### src/rtl/vga_fill_ctrl.sv
// Rectangle-fill engine and single write-port arbiter for the 80x60 framebuffer.
// Latency: CPU write 1 cycle; fill pixels from cycle n+2 after START. CPU writes stall the engine one cycle each.
module vga_fill_ctrl #(
    parameter int H_PIX = 80,
    parameter int V_PIX = 60
) (
    input  logic        CLK,
    input  logic        RST,
    input  logic        CPU_WE,
    input  logic [12:0] CPU_WA,
    input  logic [7:0]  CPU_WD,
    input  logic        CMD_START,
    input  logic [6:0]  CMD_X0,
    input  logic [5:0]  CMD_Y0,
    input  logic [6:0]  CMD_X1,
    input  logic [5:0]  CMD_Y1,
    input  logic [7:0]  CMD_COLOR,
    output logic        FB_WE,
    output logic [12:0] FB_WA,
    output logic [7:0]  FB_WD,
    output logic        BUSY,
    output logic        DONE,
    output logic        ERR
);

    localparam logic [6:0] X_LIM = 7'(H_PIX);
    localparam logic [5:0] Y_LIM = 6'(V_PIX);
    localparam logic [6:0] X_MAX = 7'(H_PIX - 1);
    localparam logic [5:0] Y_MAX = 6'(V_PIX - 1);

    typedef enum logic {
        IDLE = 1'b0,
        FILL = 1'b1
    } state_t;

    state_t      state_q, state_d;
    logic [6:0]  x_q, x_d;
    logic [5:0]  y_q, y_d;
    logic [6:0]  x0_q, x0_d;
    logic [6:0]  x1_q, x1_d;
    logic [5:0]  y1_q, y1_d;
    logic [7:0]  color_q, color_d;
    logic        fb_we_q, fb_we_d;
    logic [12:0] fb_wa_q, fb_wa_d;
    logic [7:0]  fb_wd_q, fb_wd_d;
    logic        busy_q, busy_d;
    logic        done_q, done_d;
    logic        err_q, err_d;

    logic        cmd_bad;
    logic [6:0]  x1_clamp;
    logic [5:0]  y1_clamp;

    // Validity uses the raw X1/Y1; only the accepted end point is clamped.
    assign cmd_bad  = (CMD_X0 > CMD_X1) || (CMD_Y0 > CMD_Y1) ||
                      (CMD_X0 >= X_LIM) || (CMD_Y0 >= Y_LIM);
    assign x1_clamp = (CMD_X1 > X_MAX) ? X_MAX : CMD_X1;
    assign y1_clamp = (CMD_Y1 > Y_MAX) ? Y_MAX : CMD_Y1;

    always_comb begin
        state_d = state_q;
        x_d     = x_q;
        y_d     = y_q;
        x0_d    = x0_q;
        x1_d    = x1_q;
        y1_d    = y1_q;
        color_d = color_q;
        fb_we_d = 1'b0;
        fb_wa_d = fb_wa_q;
        fb_wd_d = fb_wd_q;
        done_d  = 1'b0;
        err_d   = 1'b0;

        if (CPU_WE) begin
            fb_we_d = 1'b1;
            fb_wa_d = CPU_WA;
            fb_wd_d = CPU_WD;
        end

        case (state_q)
            IDLE: begin
                if (CMD_START) begin
                    if (cmd_bad) begin
                        err_d = 1'b1;
                    end else begin
                        state_d = FILL;
                        x_d     = CMD_X0;
                        y_d     = CMD_Y0;
                        x0_d    = CMD_X0;
                        x1_d    = x1_clamp;
                        y1_d    = y1_clamp;
                        color_d = CMD_COLOR;
                    end
                end
            end
            FILL: begin
                // CPU owns the port this edge; engine simply holds its position.
                if (!CPU_WE) begin
                    fb_we_d = 1'b1;
                    fb_wa_d = {y_q, x_q};
                    fb_wd_d = color_q;
                    if (x_q == x1_q) begin
                        if (y_q == y1_q) begin
                            state_d = IDLE;
                            done_d  = 1'b1;
                        end else begin
                            x_d = x0_q;
                            y_d = y_q + 6'd1;
                        end
                    end else begin
                        x_d = x_q + 7'd1;
                    end
                end
            end
            default: state_d = IDLE;
        endcase

        busy_d = (state_d == FILL);
    end

    always_ff @(posedge CLK) begin
        if (RST) begin
            state_q <= IDLE;
            x_q     <= '0;
            y_q     <= '0;
            x0_q    <= '0;
            x1_q    <= '0;
            y1_q    <= '0;
            color_q <= '0;
            fb_we_q <= 1'b0;
            fb_wa_q <= '0;
            fb_wd_q <= '0;
            busy_q  <= 1'b0;
            done_q  <= 1'b0;
            err_q   <= 1'b0;
        end else begin
            state_q <= state_d;
            x_q     <= x_d;
            y_q     <= y_d;
            x0_q    <= x0_d;
            x1_q    <= x1_d;
            y1_q    <= y1_d;
            color_q <= color_d;
            fb_we_q <= fb_we_d;
            fb_wa_q <= fb_wa_d;
            fb_wd_q <= fb_wd_d;
            busy_q  <= busy_d;
            done_q  <= done_d;
            err_q   <= err_d;
        end
    end

    assign FB_WE = fb_we_q;
    assign FB_WA = fb_wa_q;
    assign FB_WD = fb_wd_q;
    assign BUSY  = busy_q;
    assign DONE  = done_q;
    assign ERR   = err_q;

endmodule

### config.mk
export PLATFORM = sky130hd
export DESIGN_NAME = vga_fill_ctrl
export DESIGN_NICKNAME = d
export VERILOG_FILES = /design/src/rtl/vga_fill_ctrl.sv
export SDC_FILE = /design/constraint.sdc
export NUM_CORES = 1
export LEC_CHECK = 0
export CAP_MARGIN = 20
export CORE_MARGIN = 2
export CORE_UTILIZATION = 35
export CTS_CLUSTER_DIAMETER = 150
export DETAILED_ROUTE_END_ITERATION = 8
export SYNTH_ARGS = -nofsm -noshare
export SYNTH_HDL_FRONTEND = slang
export SYNTH_SLANG_ARGS = --single-unit
### constraint.sdc
create_clock -name CLK -period 3.49 [get_ports CLK]
set_input_delay 0.8725 -clock CLK [delete_from_list [all_inputs] [get_ports CLK]]
set_output_delay 0.8725 -clock CLK [all_outputs]
set_load 0.1 [all_outputs]
==> results.sh, run 1 <==
export IMPL_tns_ps=0
export IMPL_num_fill_cells=1000
export IMPL_ys_flop_type="dfxtp_1"
export IMPL_wirelength_microns=9440
export IMPL_cts_buffers=9
export IMPL_cts_hold_buf=0
export IMPL_synthesis_nets=498
export IMPL_antenna_cells=0
export IMPL_critical_path_top_delay_family="simple AND/OR/NAND/NOR gates"
export IMPL_tightest_slew_ps=682
export IMPL_slew_viol_final=0
export IMPL_p_int_w=0.00134
export IMPL_crit_buf_inv=2
export IMPL_synth_avg_cell_area_sq_um=8.30
export IMPL_io_pins=84
export IMPL_min_period_ps=2980
export IMPL_hold_end="x0_q[5]"
export IMPL_drcViolationCount=0
export IMPL_cts_resized=0
export IMPL_start_util_pct=36.0
export IMPL_gr_total_overflow=0
export IMPL_multiInputGateArea_sq_um=2010
export IMPL_finalHoldViolCount=0
export IMPL_synth_warnings=0
export IMPL_pwr_share_seq_pct=42.2
export IMPL_grt_pass1_vias=3107
export IMPL_ir_worst_vdd_uv=262
export IMPL_worst_setup_path_start_kind="input port"
export IMPL_status="finished, final reports clean"
export IMPL_slowest_delay_ps=550
export IMPL_place_inst=619
export IMPL_grt_max_degree=51
export IMPL_p_clk_share_pct=30.2
export IMPL_netlist_cell_type_count=46
export IMPL_r2r_worst_path_cells=4
export IMPL_critPathCaptureType="register"
export IMPL_rows=36
export IMPL_nets=571
export IMPL_final_layout_size_suffix_gt1_share_pct=11.8
export IMPL_ys_seq_area_share_pct=37.5
export IMPL_synthArstFlopShare_pct=0
export IMPL_finClkSkew_ps=7.19
export IMPL_stdcell_count=635
export IMPL_power_density_nw_per_um2=446
export IMPL_slowest_stage="clkdlybuf4s50_1"
export IMPL_seq_area_sq_um=1320
export IMPL_synth_area_sq_um=3520
export IMPL_final_antenna_net_count=0
export IMPL_r2r_start="BUSY"
export IMPL_clock_sinks=66
export IMPL_globalplace_congestion=0.838
export IMPL_worstHoldStart="x0_q[5]"
export IMPL_core_area_sq_um=9770
export IMPL_antenna_found_initial=0
export IMPL_fmax_ghz=0.335
export IMPL_netlist_instances=424
export IMPL_p_comb_share_pct=27.7
export IMPL_rrSetupSlack_ps=1400
export IMPL_p_switching_w=0.000685
export IMPL_ys_ff_latch=66
export IMPL_cp_max_fo=30
export IMPL_drv_cap=0
export IMPL_min_path_type="register to register"
export IMPL_io_buffers=83
export IMPL_detail_route_wl_per_cell_microns=14.9
export IMPL_crit_chain="clkdlybuf4s50_1 > inv_1 > ha_1 > and4_1 > and3_1 > a21o_1 > and4_4 > nor2_1 > a311oi_1"
export IMPL_swShare_pct=33.8
export IMPL_grt_usage_pct=17.7
export IMPL_design_power_total_w=0.00202
export IMPL_synth_edf_count=0
export IMPL_grt_setup_unrepaired="no"
export IMPL_timing_rr_end="x_q[5]"
export IMPL_cts_tree="built"
export IMPL_critical_path_arrival_ps=3230
export IMPL_die_x_microns=104
export IMPL_vias=3201
export IMPL_dpl_hpwl_microns=6940
export IMPL_max_slew_margin_pct=54.5
export IMPL_grt_pass1_wl_microns=15500
export IMPL_period_share_pct=85.5
export IMPL_cp_required_ps=3730
export IMPL_cts_root_buf="clkbuf_8"
export IMPL_clk_pin_slew_worst_paths_ps=70
export IMPL_clk_path_buf_depth=2
export IMPL_area_delta_synth_final_pct=28.9
export IMPL_die_height_microns=104
export IMPL_clock_latency_ps=340
export IMPL_leakage_nw=1.80
export IMPL_hold_path_depth=2
export IMPL_die_area_sq_um=10900
export IMPL_drtIter0Drc=159
export IMPL_drt_vias_per_instance=5.04
export IMPL_finalSetupViolCount=0
export IMPL_postCtsSetupBuffers=0
export IMPL_critPathKind="input port to register"
export IMPL_drtPass1Iterations=4
export IMPL_cts_htree_levels=3
## worst reg2reg max path, stage by stage (launching register included)
cell      delay (ps)
dfxtp_2          770
buf_4            480
a31oi_2          120
nor2_1           430
a311oi_1         160
## placed cells by master, fill, tap and decap left out, types with 2 or more instances in the layout
cell type | synthesis | routed
clkinv_2 | 0 | 2
nand2b_1 | 4 | 4
a31o_2 | 2 | 2
nand3_1 | 11 | 11
a21oi_1 | 59 | 59
nand4_1 | 6 | 6
and3_1 | 3 | 3
nor3_1 | 9 | 9
o2111ai_1 | 4 | 4
clkbuf_1 | 15 | 4
dfxtp_1 | 66 | 65
o211ai_1 | 3 | 3
nor2b_1 | 6 | 6
o31ai_1 | 4 | 4
buf_4 | 0 | 30
nor2_1 | 56 | 56
ha_1 | 15 | 15
a211oi_1 | 2 | 2
inv_1 | 15 | 15
clkdlybuf4s50_1 | 0 | 57
mux2i_1 | 28 | 28
xnor2_1 | 5 | 5
nand2_1 | 48 | 48
and2_4 | 2 | 2
a31oi_1 | 2 | 2
a21o_1 | 2 | 2
o21ai_0 | 7 | 7
a311oi_1 | 8 | 8
and2_1 | 2 | 2
xor2_1 | 13 | 13
clkbuf_8 | 0 | 9
## how the worst max path moves through the flow
| stage | from | endpoint | cells past startpoint |
|---|---|---|---|
| 2_1_floorplan | CMD_Y1[5] | y1_q[0] | 8 |
| 3_3_place_gp | CMD_Y1[5] | x_q[5] | 9 |
| 3_5_place_dp | CMD_Y1[4] | y1_q[0] | 9 |
| 4_1_cts | CMD_Y1[4] | y1_q[0] | 9 |
| 5_1_grt | CMD_Y1[4] | x_q[4] | 9 |
| 6_report | CMD_Y1[4] | y1_q[0] | 9 |
## synth_stat cells, types with 2 or more instances
cell / n / area share [%]
nand3_1: 11 / 1.6
xnor2_1: 5 / 1.2
and2_1: 2 / 0.36
nand2b_1: 4 / 0.71
clkbuf_1: 15 / 1.6
a21oi_1: 59 / 8.4
a31o_2: 2 / 0.50
o2111ai_1: 4 / 1.0
a21o_1: 2 / 0.43
xor2_1: 13 / 3.2
o21ai_0: 7 / 1.0
and3_1: 3 / 0.53
nand2_1: 48 / 5.1
buf_2: 7 / 1.0
inv_1: 15 / 1.6
nor3_1: 9 / 1.3
o211ai_1: 3 / 0.64
nor2_1: 56 / 6.0
and2_4: 2 / 0.50
a31oi_1: 2 / 0.36
a311oi_1: 8 / 2.0
ha_1: 15 / 5.3
buf_6: 3 / 0.96
mux2i_1: 28 / 8.0
dfxtp_1: 66 / 38
o31ai_1: 4 / 0.85
nor2b_1: 6 / 1.1
nand4_1: 6 / 1.1
a211oi_1: 2 / 0.43
## power by group through the flow
stage                     clock (W)  sequential [W]  combinational [W]
final                      0.000610        0.000854           0.000560
after floorplan                   0        0.000967           0.000293
after global routing       0.000658        0.000860           0.000609
after detailed placement          0        0.000871           0.000561
after global placement            0        0.000870           0.000556
after CTS                  0.000628        0.000854           0.000564
## per-stage QoR
step	utilization (%)	worst slack (ps)	hold slack (ps)	instance area (sq um)
floorplan	-	927	431	3520
global placement	44.6	218	441	4360
detailed placement	44.6	124	447	4360
CTS	46.4	473	458	4540
global route	46.4	329	475	4540
finish	46.4	506	458	4540
## cell type report
cell class	instances	share of cell area, %
sequential	66	29.1
tap	133	3.67
clock buffer	13	3.06
clock inverter	3	0.882
inverter	15	1.24
multi-input combinational	317	44.4
timing repair buffer	88	17.6
## sequential cells by signal (all words and copies together) (netlist names)
register  cells
y_q           6
y1_q          6
FB_WD         8
FB_WA        13
ERR           1
FB_WE         1
BUSY          1
DONE          1
x0_q          7
x_q           7
x1_q          7
color_q       8
## cell families (layout without fill, tap and decap cells)
group	count (synthesis)	in the layout	share of synthesized area, %
and+or+nand+nor	158	158	21.8
AOI/OAI and AO/OA	98	98	17.7
DFF	66	66	37.5
buffers and inverters	41	119	5.26
muxes	28	28	7.96
xor gates and xnor gates	18	18	4.48
adders and majority gates	15	15	5.33
## per-layer routing
metal | part of all wire (%) | GRT usage, % | wire (microns) | vias up
li1 | - | - | - | 1629
met1 | 45 | 21.9 | 4240 | 1499
met2 | 48 | 29.1 | 4560 | 65
met3 | 5.4 | 6.14 | 514 | 8
met4 | 1.3 | 4.44 | 126 | 0
met5 | 0 | 0 | 0 | -
(Power assumes the default switching activity.)
==> run 2, diff against run 1 <==
CELL_PAD_IN_SITES_DETAIL_PLACEMENT = 1   (was unset)
CELL_PAD_IN_SITES_GLOBAL_PLACEMENT = 2   (was unset)
CORE_UTILIZATION = 31   (was 35)
PLACE_DENSITY_LB_ADDON = 0.1   (was unset)
==> run 2 against run 1 <==
  * Non-clock buffer count grew 3
  * Combinational power rose by 3%
  * Power increased by 12%
  * Critical path depth is the same
  * Critical path type unchanged
  * Fmax fell by 1.9%
  * Core utilization shrank 3.8 points
  * Setup slack lost 56 ps
  * Largest cell class unchanged
  * First-iteration DRC count decreased by 47%
  * Clock power up 37%
  * Flip-flop and latch count unchanged
  * Global-route usage up 0.81 points
  * Highest routed layer unchanged
  * Worst hold slack worse by 4.3 ps
==> results.sh, run 2 (same netlist as run 1, synthesis figures left out) <==
export IMPL_crit_buf_inv=2
export IMPL_critPathCaptureType="register"
export IMPL_leakage_nw=1.86
export IMPL_final_antenna_net_count=0
export IMPL_tns_ps=0
export IMPL_core_area_sq_um=10900
export IMPL_fmax_ghz=0.329
export IMPL_grt_usage_pct=18.5
export IMPL_path_depth=9
export IMPL_cts_resized=0
export IMPL_mostFrequentLayoutCell="dfxtp_1"
export IMPL_cts_buffers=9
export IMPL_cts_tree="built"
export IMPL_grt_pass1_wl_microns=18200
export IMPL_io_buffers=83
export IMPL_detail_route_wl_per_cell_microns=16.9
export IMPL_mostFrequentLayoutCells="dfxtp_1, a21oi_1, clkdlybuf4s50_1"
export IMPL_min_period_ps=3040
export IMPL_slowest_delay_ps=530
export IMPL_dpl_hpwl_microns=8070
export IMPL_start_util_pct=32.2
export IMPL_antenna_found_initial=0
export IMPL_grt_max_degree=45
export IMPL_period_share_pct=87.1
export IMPL_grt_pass1_vias=3412
export IMPL_drt_vias_per_instance=5.18
export IMPL_nets=574
export IMPL_wirelength_microns=10900
export IMPL_crit_path_end="y1_q[0]"
export IMPL_drtIter0Drc=85
export IMPL_io_pins=84
export IMPL_antenna_cells=0
export IMPL_vias=3337
export IMPL_globalplace_congestion=0.813
export IMPL_cts_hold_buf=0
export IMPL_rows=38
export IMPL_clk_path_buf_depth=2
export IMPL_crit_chain="clkdlybuf4s50_1 > inv_1 > ha_1 > and4_1 > and3_1 > a21o_1 > and4_4 > nor2_1 > a311oi_1"
export IMPL_critical_path_arrival_ps=3280
export IMPL_max_slew_margin_pct=65.7
export IMPL_gr_total_overflow=0
export IMPL_postCtsSetupBuffers=0
export IMPL_critPathKind="input port to register"
export IMPL_area_delta_synth_final_pct=32.5
export IMPL_drcViolationCount=0
export IMPL_status="finished, final reports clean"
export IMPL_finalSetupViolCount=0
export IMPL_clock_latency_ps=330
export IMPL_clk_pin_slew_worst_paths_ps=50
export IMPL_timing_rr_end="x_q[6]"
export IMPL_min_path_type="register to register"
export IMPL_design_power_total_w=0.00227
export IMPL_finClkSkew_ps=6.70
export IMPL_cts_root_buf="clkbuf_16"
export IMPL_die_x_microns=111
export IMPL_grt_setup_unrepaired="no"
export IMPL_cp_max_fo=30
export IMPL_drv_cap=0
export IMPL_cts_htree_levels=3
export IMPL_r2r_start="y_q[1]"
export IMPL_r2r_worst_path_cells=6
export IMPL_fin_hold_ws_ps=453
export IMPL_die_height_microns=111
export IMPL_slowest_stage="clkdlybuf4s50_1"
export IMPL_crit_start="CMD_Y1[5]"
export IMPL_worst_setup_path_start_kind="input port"
export IMPL_drtPass1Iterations=4
export IMPL_ir_worst_vdd_uv=195
export IMPL_tightest_slew_ps=515
export IMPL_rrSetupSlack_ps=1380
export IMPL_cp_required_ps=3730
export IMPL_clock_sinks=66
export IMPL_critical_path_top_delay_family="simple AND/OR/NAND/NOR gates"
export IMPL_finalHoldViolCount=0
export IMPL_power_density_nw_per_um2=486
export IMPL_largest_register_ffs=13
export IMPL_die_area_sq_um=12200
export IMPL_final_layout_size_suffix_gt1_share_pct=12.5
export IMPL_slew_viol_final=0
-- run 2: cell type report --
cell class                 count  area, sq um
multi-input combinational    317         2010
sequential                    66         1320
timing repair buffer          91          823
inverter                      15         56.3
clock inverter                 2         12.5
tap                          140          175
clock buffer                  13          260
fill                        1309         6270
-- run 2: worst min-delay path: stages, from the launching register on --
cell and delay (ps):
dfxtp_1 300, nand2_1 50, a21oi_1 50
-- run 2: power by group --
part	internal [W]	switching, W
Clock	0.000514	0.000323
Sequential	0.000801	0.0000535
Combinational	0.000213	0.000363
-- run 2: per-stage QoR --
stage	util (%)	cell area [sq um]	instances	setup WS (ps)
2_1_floorplan	-	3520	424	927
3_3_place_gp	40.1	4390	629	192
3_5_place_dp	40.1	4390	629	93.0
4_1_cts	42.6	4660	644	436
5_1_grt	42.6	4660	644	257
6_report	42.6	4660	644	449
-- run 2: layer usage --
metal,GRT usage [%],up-vias,share of wire (%)
met5,0,-,0
met4,4.25,0,0.97
met2,32.0,65,50
li1,-,1636,-
met1,23.2,1629,45
met3,4.45,7,3.9
-- run 2: how the worst min path moves through the flow --
stage / start / to / slack [ps] / depth (start not counted)
floorplan: x0_q[1] / x0_q[1] / 430 / 2
global placement: x0_q[1] / x0_q[1] / 440 / 2
detailed placement: color_q[7] / color_q[7] / 450 / 2
CTS: color_q[7] / color_q[7] / 450 / 2
global route: color_q[7] / color_q[7] / 480 / 2
finish: x0_q[1] / x0_q[1] / 450 / 2
==> run 3, diff against run 2 <==
CORE_UTILIZATION = 29   (was 31)
clock period = 2.9 ns   (was 3.49 ns; I/O delays follow)
==> run 3 against run 2 <==
  * Core utilization is 0.84 points lower
  * First-iteration DRC count increased by 27%
  * Critical path depth unchanged
  * Largest cell class unchanged
  * Clock-buffer cell count down 1
  * Power rose by 35%
  * Sequential share of layout area fell by 1.8 points
  * Final cell count grew 5.0%
==> results.sh, run 3 (same netlist as run 1, synthesis figures left out) <==
export IMPL_mostFrequentLayoutCell="dfxtp_1"
export IMPL_globalRouteMet3Util_pct=2.91
export IMPL_clk_pin_slew_worst_paths_ps=50
export IMPL_r2r_worst_path_cells=6
export IMPL_die_x_microns=114
export IMPL_slew_viol_final=0
export IMPL_largest_register_ffs=13
export IMPL_leakage_nw=2.02
export IMPL_cp_required_ps=3130
export IMPL_finalHoldViolCount=0
export IMPL_hold_path_depth=2
export IMPL_die_area_sq_um=13000
export IMPL_worst_setup_path_start_kind="input port"
export IMPL_cts_tree="built"
export IMPL_clock_latency_ps=330
export IMPL_fmax_ghz=0.361
export IMPL_grtUsageMet1_pct=21.3
export IMPL_rows=40
export IMPL_antenna_found_initial=0
export IMPL_drtIter0Drc=108
export IMPL_start_util_pct=29.5
export IMPL_use_met2_pct=31.2
export IMPL_drv_cap=0
export IMPL_tns_ps=0
export IMPL_globalplace_congestion=0.803
export IMPL_io_pins=84
export IMPL_vias=3371
export IMPL_power_density_nw_per_um2=613
export IMPL_max_slew_margin_pct=62.6
export IMPL_detail_route_wl_per_cell_microns=16.2
export IMPL_period_share_pct=95.5
export IMPL_min_path_type="register to register"
export IMPL_grt_pass1_vias=3460
export IMPL_drt_vias_per_instance=4.99
export IMPL_area_delta_synth_final_pct=41.5
export IMPL_critical_path_arrival_ps=3000
export IMPL_design_area_sq_um=4980
export IMPL_gr_total_overflow=0
export IMPL_final_antenna_net_count=0
export IMPL_ir_worst_vdd_uv=217
export IMPL_stdcell_count=676
export IMPL_critPathKind="input port to register"
export IMPL_postPlaceCellArea_sq_um=4620
export IMPL_die_height_microns=114
export IMPL_core_area_sq_um=11900
export IMPL_mostFrequentLayoutCells="dfxtp_1, a21oi_1, clkdlybuf4s50_1"
export IMPL_min_period_ps=2770
export IMPL_io_buffers=83
export IMPL_final_layout_size_suffix_gt1_share_pct=17.2
export IMPL_drcViolationCount=0
export IMPL_grt_setup_unrepaired="no"
export IMPL_cp_max_fo=15
export IMPL_grt_max_degree=60
export IMPL_tightest_slew_ps=561
export IMPL_status="finished, final reports clean"
export IMPL_drtPass1Iterations=4
export IMPL_place_inst=660
export IMPL_antenna_cells=0
export IMPL_finClkSkew_ps=7.33
export IMPL_nets=598
export IMPL_clock_sinks=66
export IMPL_cts_buffers=9
export IMPL_finalSetupViolCount=0
export IMPL_clk_path_buf_depth=2
export IMPL_cts_root_buf="clkbuf_16"
export IMPL_critPathCaptureType="register"
export IMPL_cts_htree_levels=3
export IMPL_fin_hold_ws_ps=452
export IMPL_design_power_total_w=0.00305
export IMPL_dpl_hpwl_microns=8090
export IMPL_grt_pass1_wl_microns=17700
export IMPL_grt_busiest_layer="met2"
export IMPL_wirelength_microns=11000
export IMPL_grt_usage_pct=17.5
-- run 3: cell types whose count changed in the layout (fill, tap and decap cells not counted) --
cell	change
clkinv_2	-1
a311oi_2	+1
buf_4	+21
nor2_1	-1
nor2_2	+1
buf_12	+3
a311oi_1	-1
bufinv_16	+3
clkbuf_1	-1
-- run 3: metal layers --
metal	vias up	routed length [microns]
met1	1611	4960
li1	1689	-
met4	0	178
met5	-	0
met2	56	5460
met3	15	353
-- run 3: area by class of cell --
class / count / area (sq um)
clock buffers: 12 / 256
clock inverters: 4 / 97.6
fillers: 1417 / 6930
inverters: 15 / 56.3
multi-input cells: 317 / 2020
flip-flops and latches: 66 / 1320
well taps: 147 / 184
repair buffers: 115 / 1040
-- run 3: worst max-delay path, cell delays in order --
cell             delay, ps
clkdlybuf4s50_1        490
inv_1                   60
ha_1                   290
and4_1                 200
and3_1                 200
o311a_4                400
and4_4                 210
buf_12                 150
a311oi_1               270
-- run 3: final timing paths --
check / startpoint / slack, ps / endpoint
worst max-delay path: CMD_Y1[4] / 130 / y1_q[0]
worst min register to register: x0_q[1] / 450 / x0_q[1]
worst max register to register: x_q[6] / 770 / x_q[3]
worst min-delay path: x0_q[1] / 450 / x0_q[1]
-- run 3: what timing repair did --
item                       in CTS  in global routing
setup buffers                   0                  0
gates resized for setup         0                  2
setup endpoints to repair       0                  1
hold buffers                    0                  0
-- run 3: where the power goes --
group,internal (W),switching [W]
Clock,0.000887,0.000404
Sequential,0.000964,0.0000654
Combinational,0.000290,0.000444
-- run 3: metrics by stage --
step | util [%] | setup slack, ps
after floorplan | - | 484
after global placement | 38.8 | -112
after detailed placement | 38.8 | -206
after CTS | 41.7 | 122
after global routing | 41.8 | 3.83
final | 41.8 | 129
==> RTL edit, RTL diff (config.mk and constraints of run 3) <==
Put one more register stage on the output `ERR`. The value now appears one clock later. The other outputs are not delayed to match.
--- a/src/rtl/vga_fill_ctrl.sv
+++ b/src/rtl/vga_fill_ctrl.sv
@@ -155,7 +155,9 @@
     assign FB_WD = fb_wd_q;
     assign BUSY  = busy_q;
     assign DONE  = done_q;
-    assign ERR   = err_q;
+    always_ff @(posedge CLK) begin
+        ERR <= err_q;
+    end
 
 endmodule
 
Formal check against the unedited RTL: not equivalent (a bounded check fails within 4 cycles, from zero or initial values and one cycle with RST high).
==> RTL edit against run 3 <==
Cell area down 1.2%; power down 5.4%; via count up 0.89%; worst setup slack better by 0.076 ns; sequential cell count up 1; fmax up 2.8%; clock skew about the same; synthesized area up 0.57%; die area up 0.55%; routed wire length up 5.4%.
==> RTL edit: results <==
group,metric,value,unit
logic_synthesis,yosys-top-cells-area,"dfxtp_1 (38%), a21oi_1 (8.3%), mux2i_1 (7.9%)",
place,gp_congestion,0.755,
logic_synthesis,synthArstFlopShare,0,%
cells_and_area,drive_gt1_share,16.6,%
logic_synthesis,synth_top_area_cell,"dfxtp_1",
route,drt_wl_total,11500,um
clock_network,cts_buffer_depth,2,
route,routedWlPerCell,17.1,um
timing,max_slew_margin,52.1,%
route,drtIter0Drc,117,
clock_network,path_clk_slew,0.06,ns
cells_and_area,largest_reg_flops,13,
setup_path,crit_fanout,6,
cells_and_area,fill_cells,1422,
clock_network,post_cts_buffers,0,
logic_synthesis,ys_seq_area_share,37.9,%
outcome,status,"finished clean",
place,dp_slack,-0.230,ns
clock_network,cts-buffers-inserted,9,
setup_path,cp.arrival,2.94,ns
global_routing,grt_max_degree,56,
logic_synthesis,synth.top_cells.by_count,"dfxtp_1 (67), a21oi_1 (59), nor2_1 (56), nand2_1 (48), mux2i_1 (28)",
clock_network,cts_root_buffer,"clkbuf_16",
cells_and_area,nets,598,
pwr,ir_drop,0.262,mV
logic_synthesis,synth_nets,499,
global_routing,grt_pass1_vias,3460,
global_routing,antenna_found_initial,0,
min_path,hold_class,"flop to flop",
place,hpwl,8170,um
timing,worst_clock_skew,0.00753,ns
flow_run,drv_cap,0,
logic_synthesis,yosysUniqueCellTypes,46,
global_routing,grt_pass1_wl,18100,um
route,viasPerCell,5.03,
place,place_inst,659,
min_path,worstHoldPathCells,0,
logic_synthesis,avgSynthCellArea,8.33,um^2
pwr,p_leak,1.99,nW
place,portBuffers,83,
global_routing,globalRouteTotalUtil,18.0,%
==> RTL edit: changes by cell type after synthesis <==
cell | before | now
dfxtp_1 | 66 | 67
==> RTL edit: cells by family after synthesis <==
family / Yosys count / synth area share, %
AO/OA/AOI/OAI: 98 / 17.6
flip-flops: 67 / 37.9
buffers and inverters: 41 / 5.23
XOR/XNOR: 18 / 4.45
multiplexers: 28 / 7.92
adder cells (fa/ha/maj): 15 / 5.30
AND/OR/NAND/NOR: 158 / 21.6
==> RTL edit: per-stage QoR <==
step                      hold WS, ns  cell area [um^2]  TNS (ns)
final                           0.327              4920         0
after global routing            0.340              4920         0
after floorplan                 0.310              3540         0
after global placement          0.313              4610     -3.33
after detailed placement        0.316              4610     -5.37
after CTS                       0.330              4910         0
==> RTL edit: where the power goes <==
group / total [mW] / leakage [nW] / switching [mW] / internal [mW]
logic: 0.733 / 1.30 / 0.446 / 0.287
clock network: 1.11 / 0.139 / 0.420 / 0.688
registers: 1.05 / 0.548 / 0.0706 / 0.978
==> RTL edit: critical path, stage by stage <==
cell and delay [ns]:
clkdlybuf4s50_1 0.48, inv_1 0.05, ha_1 0.28, and4_1 0.20, and3_1 0.20, o311a_4 0.41, a31oi_2 0.21, nor2_1 0.15
a311oi_1 0.23
==> RTL edit: metal layers <==
metal  part of all wire [%]  global-route usage [%]
met5                      0                       0
met4                    1.3                    7.07
met3                    3.5                    3.39
met2                     51                    31.7
met1                     45                    21.6
==> RTL edit: timing repair <==
item	in CTS	in global routing
resized for setup	0	2
endpoints found under the hold margin	0	0
setup endpoints to repair	0	2
==> RTL edit: final timing paths <==
kind	to	slack [ns]	startpoint
worst max-delay path	x_q[3]$_SDFFE_PP0P_	0.21	CMD_Y1[4]
worst min register to register	ERR$_DFF_P_	0.33	err_q$_SDFF_PP0_
worst min-delay path	ERR$_DFF_P_	0.33	err_q$_SDFF_PP0_
worst max register to register	x_q[1]$_SDFFE_PP0P_	0.79	x_q[5]$_SDFFE_PP0P_
==> RTL edit: area by class of cell <==
| class | instances | share of cell area (%) |
|---|---|---|
| clock inverter | 4 | 1.02 |
| tap | 147 | 3.74 |
| sequential | 67 | 27.3 |
| multi-input combinational | 318 | 41.2 |
| inverter | 15 | 1.14 |
| timing repair buffer | 113 | 20.6 |
| clock buffer | 12 | 5.01 |
